==> src/rtl/risc16_pkg.sv <==
// Shared constants for the RISC16 core and its program loader.
package risc16_pkg;

  localparam int MEM_DEPTH = 256;

  localparam logic [7:0] SYNC_BYTE_DEF = 8'hA5;

  localparam logic TGT_INSTR = 1'b0;
  localparam logic TGT_DATA  = 1'b1;

  typedef logic [3:0] state_t;

  localparam state_t ST_IDLE = 4'd0;
  localparam state_t ST_TGT  = 4'd1;
  localparam state_t ST_ADDR = 4'd2;
  localparam state_t ST_CNT  = 4'd3;
  localparam state_t ST_HI   = 4'd4;
  localparam state_t ST_LO   = 4'd5;
  localparam state_t ST_WR   = 4'd6;
  localparam state_t ST_CHK  = 4'd7;
  localparam state_t ST_ERR  = 4'd8;

endpackage

==> src/rtl/risc16_word_asm.sv <==
// Pairs payload bytes into big-endian 16-bit words and keeps a running XOR
// over every payload byte.
module risc16_word_asm (
  input  logic        clk,
  input  logic        rst_n,
  input  logic [7:0]  data_in,
  input  logic        accept,
  input  logic        clear,
  output logic [15:0] word,
  output logic        word_valid,
  output logic [7:0]  checksum
);

  logic       phase;
  logic [7:0] hi;

  always_ff @(posedge clk or negedge rst_n) begin
    if (!rst_n) begin
      phase      <= 1'b0;
      hi         <= 8'd0;
      word       <= 16'd0;
      word_valid <= 1'b0;
      checksum   <= 8'd0;
    end else begin
      word_valid <= 1'b0;
      if (clear) begin
        phase    <= 1'b0;
        checksum <= 8'd0;
      end else if (accept) begin
        checksum <= checksum ^ data_in;
        if (!phase) begin
          hi    <= data_in;
          phase <= 1'b1;
        end else begin
          word       <= {hi, data_in};
          word_valid <= 1'b1;
          phase      <= 1'b0;
        end
      end
    end
  end

endmodule

==> src/rtl/risc16_prog_loader.sv <==
// Byte-stream frame loader: writes words into instruction/data memory and
// holds the core stalled until a checksum-verified run frame arrives.
//   IDLE wait for SYNC | TGT/ADDR/CNT header | HI/LO payload | WR write strobe
//   CHK verify XOR     | ERR bad frame or timeout, wait for SYNC
module risc16_prog_loader
  import risc16_pkg::*;
#(
  parameter int         ADDR_W    = 8,
  parameter logic [7:0] SYNC_BYTE = SYNC_BYTE_DEF,
  parameter int         TIMEOUT   = 50000
) (
  input  logic              clk,
  input  logic              rst_n,
  input  logic [7:0]        rx_data,
  input  logic              rx_valid,
  output logic              rx_ready,
  output logic              wr_en,
  output logic              wr_sel,
  output logic [ADDR_W-1:0] wr_addr,
  output logic [15:0]       wr_data,
  output logic              cpu_run,
  output logic              done,
  output logic              err
);

  localparam int CNT_W = ADDR_W + 1;
  localparam int TMO_W = $clog2(TIMEOUT + 1);
  localparam logic [TMO_W-1:0] TMO_LAST = TMO_W'(TIMEOUT - 1);

  state_t            state;
  logic              run_flag;
  logic [ADDR_W-1:0] addr;
  logic [CNT_W-1:0]  remain;
  logic [TMO_W-1:0]  tmo_cnt;
  logic [7:0]        checksum;
  logic              xfer;
  logic              asm_accept;
  logic              asm_clear;
  logic              tmo_active;
  logic              tmo_hit;

  assign xfer       = rx_valid && rx_ready;
  assign asm_accept = xfer && (state == ST_HI || state == ST_LO);
  assign asm_clear  = xfer && (state == ST_CNT);
  assign tmo_active = (state == ST_TGT) || (state == ST_ADDR) || (state == ST_CNT) ||
                      (state == ST_HI)  || (state == ST_LO)   || (state == ST_CHK);
  assign tmo_hit    = tmo_active && !xfer && (tmo_cnt == TMO_LAST);

  // The address register advances at the end of WR, so it is the write address.
  assign wr_addr = addr;

  risc16_word_asm u_asm (
    .clk        (clk),
    .rst_n      (rst_n),
    .data_in    (rx_data),
    .accept     (asm_accept),
    .clear      (asm_clear),
    .word       (wr_data),
    .word_valid (wr_en),
    .checksum   (checksum)
  );

  always_ff @(posedge clk or negedge rst_n) begin
    if (!rst_n) begin
      state    <= ST_IDLE;
      rx_ready <= 1'b1;
      wr_sel   <= TGT_INSTR;
      run_flag <= 1'b0;
      addr     <= '0;
      remain   <= '0;
      tmo_cnt  <= '0;
      cpu_run  <= 1'b0;
      done     <= 1'b0;
      err      <= 1'b0;
    end else begin
      done     <= 1'b0;
      rx_ready <= !(state == ST_LO && xfer);

      if (xfer || !tmo_active) tmo_cnt <= '0;
      else                     tmo_cnt <= tmo_cnt + TMO_W'(1);

      case (state)
        ST_IDLE: begin
          if (xfer && rx_data == SYNC_BYTE) begin
            cpu_run <= 1'b0;
            state   <= ST_TGT;
          end
        end
        ST_TGT: begin
          if (xfer) begin
            wr_sel   <= rx_data[0];
            run_flag <= rx_data[7];
            state    <= ST_ADDR;
          end
        end
        ST_ADDR: begin
          if (xfer) begin
            addr  <= ADDR_W'(rx_data);
            state <= ST_CNT;
          end
        end
        ST_CNT: begin
          if (xfer) begin
            remain <= (rx_data == 8'd0) ? (CNT_W'(1) << ADDR_W) : CNT_W'(rx_data);
            state  <= ST_HI;
          end
        end
        ST_HI: if (xfer) state <= ST_LO;
        ST_LO: if (xfer) state <= ST_WR;
        ST_WR: begin
          addr   <= addr + ADDR_W'(1);
          remain <= remain - CNT_W'(1);
          state  <= (remain == CNT_W'(1)) ? ST_CHK : ST_HI;
        end
        ST_CHK: begin
          if (xfer) begin
            if (rx_data == checksum) begin
              done  <= 1'b1;
              state <= ST_IDLE;
              if (run_flag) cpu_run <= 1'b1;
            end else begin
              err   <= 1'b1;
              state <= ST_ERR;
            end
          end
        end
        ST_ERR: begin
          if (xfer && rx_data == SYNC_BYTE) begin
            err   <= 1'b0;
            state <= ST_TGT;
          end
        end
        default: state <= ST_IDLE;
      endcase

      if (tmo_hit) begin
        err   <= 1'b1;
        state <= ST_ERR;
      end
    end
  end

endmodule
==> config.mk <==
export PLATFORM = sky130hd
export DESIGN_NAME = risc16_prog_loader
export DESIGN_NICKNAME = d
export VERILOG_FILES = /design/src/rtl/risc16_pkg.sv /design/src/rtl/risc16_word_asm.sv /design/src/rtl/risc16_prog_loader.sv
export SDC_FILE = /design/constraint.sdc
export NUM_CORES = 1
export LEC_CHECK = 0
export CORE_MARGIN = 1.5
export CORE_UTILIZATION = 45
export DETAILED_ROUTE_END_ITERATION = 8
export PLACE_DENSITY = 0.66
export SLEW_MARGIN = 25
export SYNTH_ARGS = -nofsm -noshare
export SYNTH_HDL_FRONTEND = slang
export SYNTH_HIERARCHICAL = 1
export SYNTH_SLANG_ARGS = --single-unit
export TNS_END_PERCENT = 10
==> constraint.sdc <==
create_clock -name clk -period 4.8 [get_ports clk]
set_input_delay 0.96 -clock clk [delete_from_list [all_inputs] [get_ports clk]]
set_output_delay 0.96 -clock clk [all_outputs]
set_load 0.01 [all_outputs]
==> results of run 1 <==
-- cell usage after synthesis (all sizes together) (3+ instances only) --
master / instances
dfrtp: 76
mux2: 26
a211oi: 3
o21ai: 14
and4: 4
or2: 3
a21bo: 8
nand4: 12
nand2: 25
xor2: 11
a31oi: 3
nor2: 25
nor4: 7
o211ai: 4
nand3b: 11
inv: 10
o41ai: 3
nand3: 11
buf: 11
and2: 7
clkbuf: 7
ha: 4
xnor2: 11
and3: 5
or3: 6
nor3: 7
a21oi: 14
or4: 4
-- critical path, delay by kind of cell --
kind	cells	cell delay [ps]
AND/OR/NAND/NOR	3	1050
buffers and inverters	2	900
multiplexers	1	370
-- area by class of cell --
| type | count | share of cell area, % |
|---|---|---|
| Inverter | 10 | 0.834 |
| Tap cell | 105 | 2.92 |
| Clock buffer | 12 | 3.67 |
| Multi-Input combinational cell | 253 | 40.0 |
| Clock inverter | 4 | 0.667 |
| Sequential cell | 77 | 42.8 |
| Timing Repair Buffer | 41 | 9.09 |
-- path summary, 6_finish.rpt --
kind,startpoint,endpoint,depth (start not counted)
worst max-delay path,rx_valid,u_asm/word[8],6
worst min-delay path,tmo_cnt[0],tmo_cnt[0],1
worst max register to register,state[1],u_asm/word[8],5
worst min register to register,tmo_cnt[0],tmo_cnt[0],1
max in group asynchronous,rst_n,u_asm/checksum[1],1
min in group asynchronous,rst_n,tmo_cnt[13],1
-- logic make-up (layout without fill, tap and decap cells) --
family,after synthesis,after routing,synth area share [%]
AO/OA/AOI/OAI,63,63,11.6
buffers and inverters,28,67,3.88
flip-flops,77,77,49.8
AND/OR/NAND/NOR,136,136,20.3
adder cells (fa/ha/maj),5,5,1.55
XOR/XNOR,22,22,4.98
multiplexers,27,27,7.82
-- report_power, final --
| part | total [mW] | internal [mW] | leakage [nW] | switching, mW |
|---|---|---|---|---|
| clock | 0.467 | 0.232 | 0.0990 | 0.235 |
| combinational | 0.940 | 0.518 | 0.799 | 0.422 |
| sequential | 1.09 | 0.882 | 0.976 | 0.211 |
| total | 2.50 | 1.63 | 1.87 | 0.869 |
-- through the flow --
step | hold WS, ps | setup WS, ps
finish | 458 | 1730
detailed placement | 452 | 1410
floorplan | 424 | 2290
global placement | 448 | 1450
global route | 485 | 1590
CTS | 462 | 1770
-- routing by layer --
layer	routed length, um	vias up
met5	0	-
met4	92	0
met3	325	8
met2	3690	62
met1	3920	1414
li1	-	1369
-- registers in the layout, summed over array words and instances, names as in the netlist --
| name | cells |
|---|---|
| u_asm/word_valid | 1 |
| wr_addr | 8 |
| wr_sel | 1 |
| cpu_run | 1 |
| u_asm/checksum | 8 |
| err | 1 |
| u_asm/word | 16 |
| run_flag | 1 |
| done | 1 |
| remain | 9 |
| u_asm/hi | 8 |
| rx_ready | 1 |
| tmo_cnt | 16 |
| state | 4 |
| u_asm/phase | 1 |
==> summary.md, run 1 <==
| Metric | Value |
|---|---|
| Power, Total | 2.50 mW |
| Synth async-reset ratio | 100% |
| Slew HR | 54.3% |
| Crit path DAT | 3290 ps |
| Routability Congestion | 0.901 |
| Syn nets | 373 |
| Grt met2 use | 29.8% |
| Ys Warns | 6 |
| Postcts setup bufs | 0 |
| Port Buf Inserts | 40 |
| Post-route clock skew | 11.2 ps |
| Most common cell after layout, fill and taps aside | dfrtp_1 |
| Worst-Margin Slew | 686 ps |
| Leakage | 1.87 nW |
| CTS tree | built |
| Initial Util | 46.9% |
| Initial antenna violation count | 0 |
| Netlist Area Pre-Place | 3870 um2 |
| Startpoint types | input pin |
| Post-CTS sizing | 0 |
| Root buf cell | clkbuf_8 |
| Post-synth EDFFs | 0 |
| Full die area | 9170 um2 |
| Top cell type's share of synthesized area | 49.1% |
| Area of the multi-input gates | 1800 um2 |
| Die Wd | 95.7 um |
| Layout Utilization | between 50% and 60% |
| Largest net degree at the start of global routing | 78 |
| Outcome | finished, final reports clean |
| FF+latch area | a little under 2000 um2 |
| Setup tns final | 0 ps |
| Final setup fails | 0 |
| Io pins | 41 |
| Final Net Count | 407 |
| Drt first pass iters | 4 |
| Vias per cell | between 5 and 6 |
| Die H | approximately 96 um |
| Fill cells | 750 |
| DPL Wire Length | 5430 um |
| Avg Cell Area, Syn | 10.8 um2 |
| Required @ worst endpoint | 5030 ps |
| DRT antenna net count | 0 |
| Worst IR Drop VDD | 0.272 mV |
| Fin crit share | between 60% and 70% |
| DR DRC count | 0 |
| Htree depth | 3 |
| Initial DRC Count | ~110 |
| Top post-synthesis cells by area | dfrtp_1 49%, mux2_2 7.6%, xnor2_1 2.5% |
| Drt wl/cell | 16.0 um |
| Total gr overflow | 0 |
| Number of global-route vias before repair | roughly 2,800 |
| Global-route usage over all layers | 19.3% |
| First-pass GRT wire length | 13,500 um |
| Hold Crit Class | reg2reg |
| Slowest CP cell | clkdlybuf4s50_1 |
| Cell Pwr Density | roughly 560 nW/um2 |
| GR Layer Usage met1 | 27.1% |
| Clock tree sinks | 77 |
| Max-cap violations | 0 |
| Clk pin slew, worst setup/hold paths | 80 ps |
| # hold bufs at CTS | 0 |
| Clk buf depth | 2 |
| Final hold viol count | 0 |
| Max Fclk | about 0.33 GHz |
| Row cnt | 33 |
| Synth Flop Type | dfrtp_1 |
| Via count | 2,853 |
| RSZ-0062 raised after global routing | false |
| Num CTS Buffers | 9 |
| Cell accounting for the most synthesized area | dfrtp_1 |
| Register area share after synthesis | 49.8% |
| Clock Latency Late Sink | 340 ps |
| Critical path cell sequence | clkdlybuf4s50_1 -> nand4_1 -> or3_1 -> inv_2 -> nand3b_4 -> mux2_2 |
| # placed instances | 486 |
| Area grow syn2layout | 16.3% |
| Top fanout value on the critical path | 23 |
| Most frequent cells in the layout | 76 x dfrtp_1, 39 x clkdlybuf4s50_1, 26 x mux2_2 |
| Reg2Reg Setup Slack | 2200 ps |
| Post-Syn Instances | approximately 360 |
| Min Clock Period, post-route | around 3100 ps |
| Met3 usage in global routing | ~3.6% |
| Share of cells above drive strength 1 | between 15 and 20% |
| Final WL | 8020 um |
| Yosys cell types | 60 |
| CP Class | in2reg |
| Final instance area | 4500 um2 |
| Post-DP Area | approximately 4300 um2 |
| #FFs+latches synth | 77 |
| Critical path capture point type | flip-flop |
| Core Region | a little over 8000 um2 |
| Non-filler cells, final | 502 |
| CP max stage delay | 530 ps |
| Max Slew Vio Count | 0 |
| Grt peak-use layer | met2 |
| Antenna fix cells | 0 |
(Power assumes the default switching activity.)
==> run 2, diff against run 1 <==
--- a/config.mk
+++ b/config.mk
@@ -8,7 +8,7 @@
 export CORE_MARGIN = 1.5
 export CORE_UTILIZATION = 45
 export DETAILED_ROUTE_END_ITERATION = 8
-export PLACE_DENSITY = 0.66
+export PLACE_DENSITY = 0.68
 export SLEW_MARGIN = 25
 export SYNTH_ARGS = -nofsm -noshare
 export SYNTH_HDL_FRONTEND = slang
==> constraint.sdc (replaced) <==
create_clock -name clk -period 2.6 [get_ports clk]
set_input_delay 0.52 -clock clk [delete_from_list [all_inputs] [get_ports clk]]
set_output_delay 0.52 -clock clk [all_outputs]
set_load 0.01 [all_outputs]
==> run 2 against run 1 <==
Net effect:
- via count increased by 0.91%
- clock-buffer cell count decreased by 1
- critical path depth unchanged
- sequential power increased by 86%
- sequential share of layout area decreased by 0.83 points
- design area increased by 2.0%
- utilization increased by 1.1 points
- global-route usage increased by 1.3 points
- non-clock buffer count increased by 15
- critical endpoint is now u_asm/word[10]
- largest power group unchanged
==> summary.md, run 2 (synthesis results as in run 1) <==
| Metric | Value |
|---|---|
| Outcome | finished, final reports clean |
| Biggest regs | tmo_cnt (16), u_asm/word (16), remain (9) |
| Min Clock Period, post-route | around 2100 ps |
| Clk pin slew, worst setup/hold paths | approximately 80 ps |
| Post-route clock skew | 15.6 ps |
| Reg2reg start | state[1] |
| Final Worst Setup Slack | 484 ps |
| Postcts setup bufs | 0 |
| Required @ worst endpoint | 2830 ps |
| Drt wl/cell | between 15 and 20 um |
| Most common cell after layout, fill and taps aside | dfrtp_1 |
| Top Metal Used | met4 |
| Max Fclk | 0.473 GHz |
| Largest net degree at the start of global routing | 43 |
| Total gr overflow | 0 |
| Worst IR Drop VDD | ~0.52 mV |
| Share of cells above drive strength 1 | 19.4% |
| Top fanout value on the critical path | 17 |
| Htree depth | 3 |
| Metal1 wirelength | 4110 um |
| Critical path cell sequence | clkdlybuf4s50_1 -> nand4_1 -> or3_1 -> inv_2 -> nand3b_4 -> mux2_2 |
| Hold Crit Class | in2async |
| Cell Pwr Density | 1000 nW/um2 |
| # hold bufs at CTS | 0 |
| Final hold viol count | 0 |
| Clk buf depth | 2 |
| Worst-Margin Slew | 592 ps |
| Initial DRC Count | approximately 110 |
| First-pass GRT wire length | 14,400 um |
| Crit path DAT | around 2300 ps |
| Setup tns final | 0 ps |
| Leakage | ~1.9 nW |
| DR DRC count | 0 |
| Full die area | 9170 um2 |
| Initial Util | 46.9% |
| Drt first pass iters | 4 |
| Via count | around 2,900 |
| Dpl ws | 133 ps |
| Max Slew Vio Count | 0 |
| Global-route usage over all layers | 20.6% |
| CTS tree | built |
| Met2 wire length | approximately 4000 um |
| Clock tree sinks | just under 80 |
| Clock Latency Late Sink | 350 ps |
| Io pins | 41 |
| Vias per cell | between 5 and 6 |
| Root buf cell | clkbuf_8 |
| Row cnt | 33 |
| Final Net Count | 422 |
| DPL Wire Length | 6050 um |
| Max-cap violations | 0 |
| Slowest CP cell | clkdlybuf4s50_1 |
| Post-CTS sizing | 0 |
| Port Buf Inserts | 40 |
| Final WL | 8560 um |
| Die Wd | 95.7 um |
| CP Class | in2reg |
| Initial antenna violation count | 0 |
| Reg2reg end | u_asm/word[10] |
| Fin crit share | roughly four fifths |
| Reg2Reg Setup Slack | 520 ps |
| Met3 wire length | 364 um |
| Core Region | 8260 um2 |
| Number of global-route vias before repair | 2,840 |
| Num CTS Buffers | 9 |
| Startpoint types | input pin |
| Area grow syn2layout | 18.6% |
| Die H | 95.7 um |
| Power, Total | 4.60 mW |
| Routability Congestion | 0.796 |
| Final setup fails | 0 |
| Most frequent cells in the layout | 76 x dfrtp_1, 39 x clkdlybuf4s50_1, 26 x mux2_2 |
| CP max stage delay | 520 ps |
| Slew HR | between 60% and 70% |
| Antenna fix cells | 0 |
| RSZ-0062 raised after global routing | false |
| DRT antenna net count | 0 |
| Critical path capture point type | flip-flop |
| R2r worst-path depth | 5 |
==> run 2: worst max-delay path by stage <==
stage                                 to  slack, ps  startpoint
after floorplan            u_asm/word[0]        470    rx_ready
after global placement     u_asm/word[5]        150    rx_valid
after detailed placement   u_asm/word[4]        130    rx_valid
after CTS                  u_asm/word[4]        490    rx_valid
after global routing       u_asm/word[4]        380    state[1]
final                     u_asm/word[10]        480    rx_valid
==> run 2: layer usage <==
| metal | GRT usage (%) | vias to the layer above |
|---|---|---|
| met1 | 30.0 | 1412 |
| met5 | 0 | - |
| met4 | 6.00 | 0 |
| met3 | 5.06 | 8 |
| li1 | - | 1399 |
| met2 | 30.4 | 60 |
==> run 2: where the power goes <==
group | switching, mW | internal, mW
Combinational | 0.783 | 0.989
Clock | 0.450 | 0.349
Sequential | 0.398 | 1.63
==> run 2: final cells by class <==
class	count	area, um2
repair buffers	56	531
inverters	10	37.5
fillers	732	3670
well taps	105	131
clock inverters	5	35.0
flip-flops and latches	77	1930
multi-input cells	253	1800
clock buffers	11	131
==> run 2: stage by stage <==
step	hold WS, ps	util [%]	std cells	instance area, um2
after floorplan	224	-	358	3870
after global placement	437	53.6	501	4420
after detailed placement	472	53.6	501	4420
after CTS	131	55.6	517	4590
after global routing	141	55.6	517	4590
final	125	55.6	517	4590
==> run 2: worst max-delay path, delay by kind of cell <==
family	cells	cell delay, ps
AND/OR/NAND/NOR	3	800
buffers and inverters	2	640
multiplexers	1	370
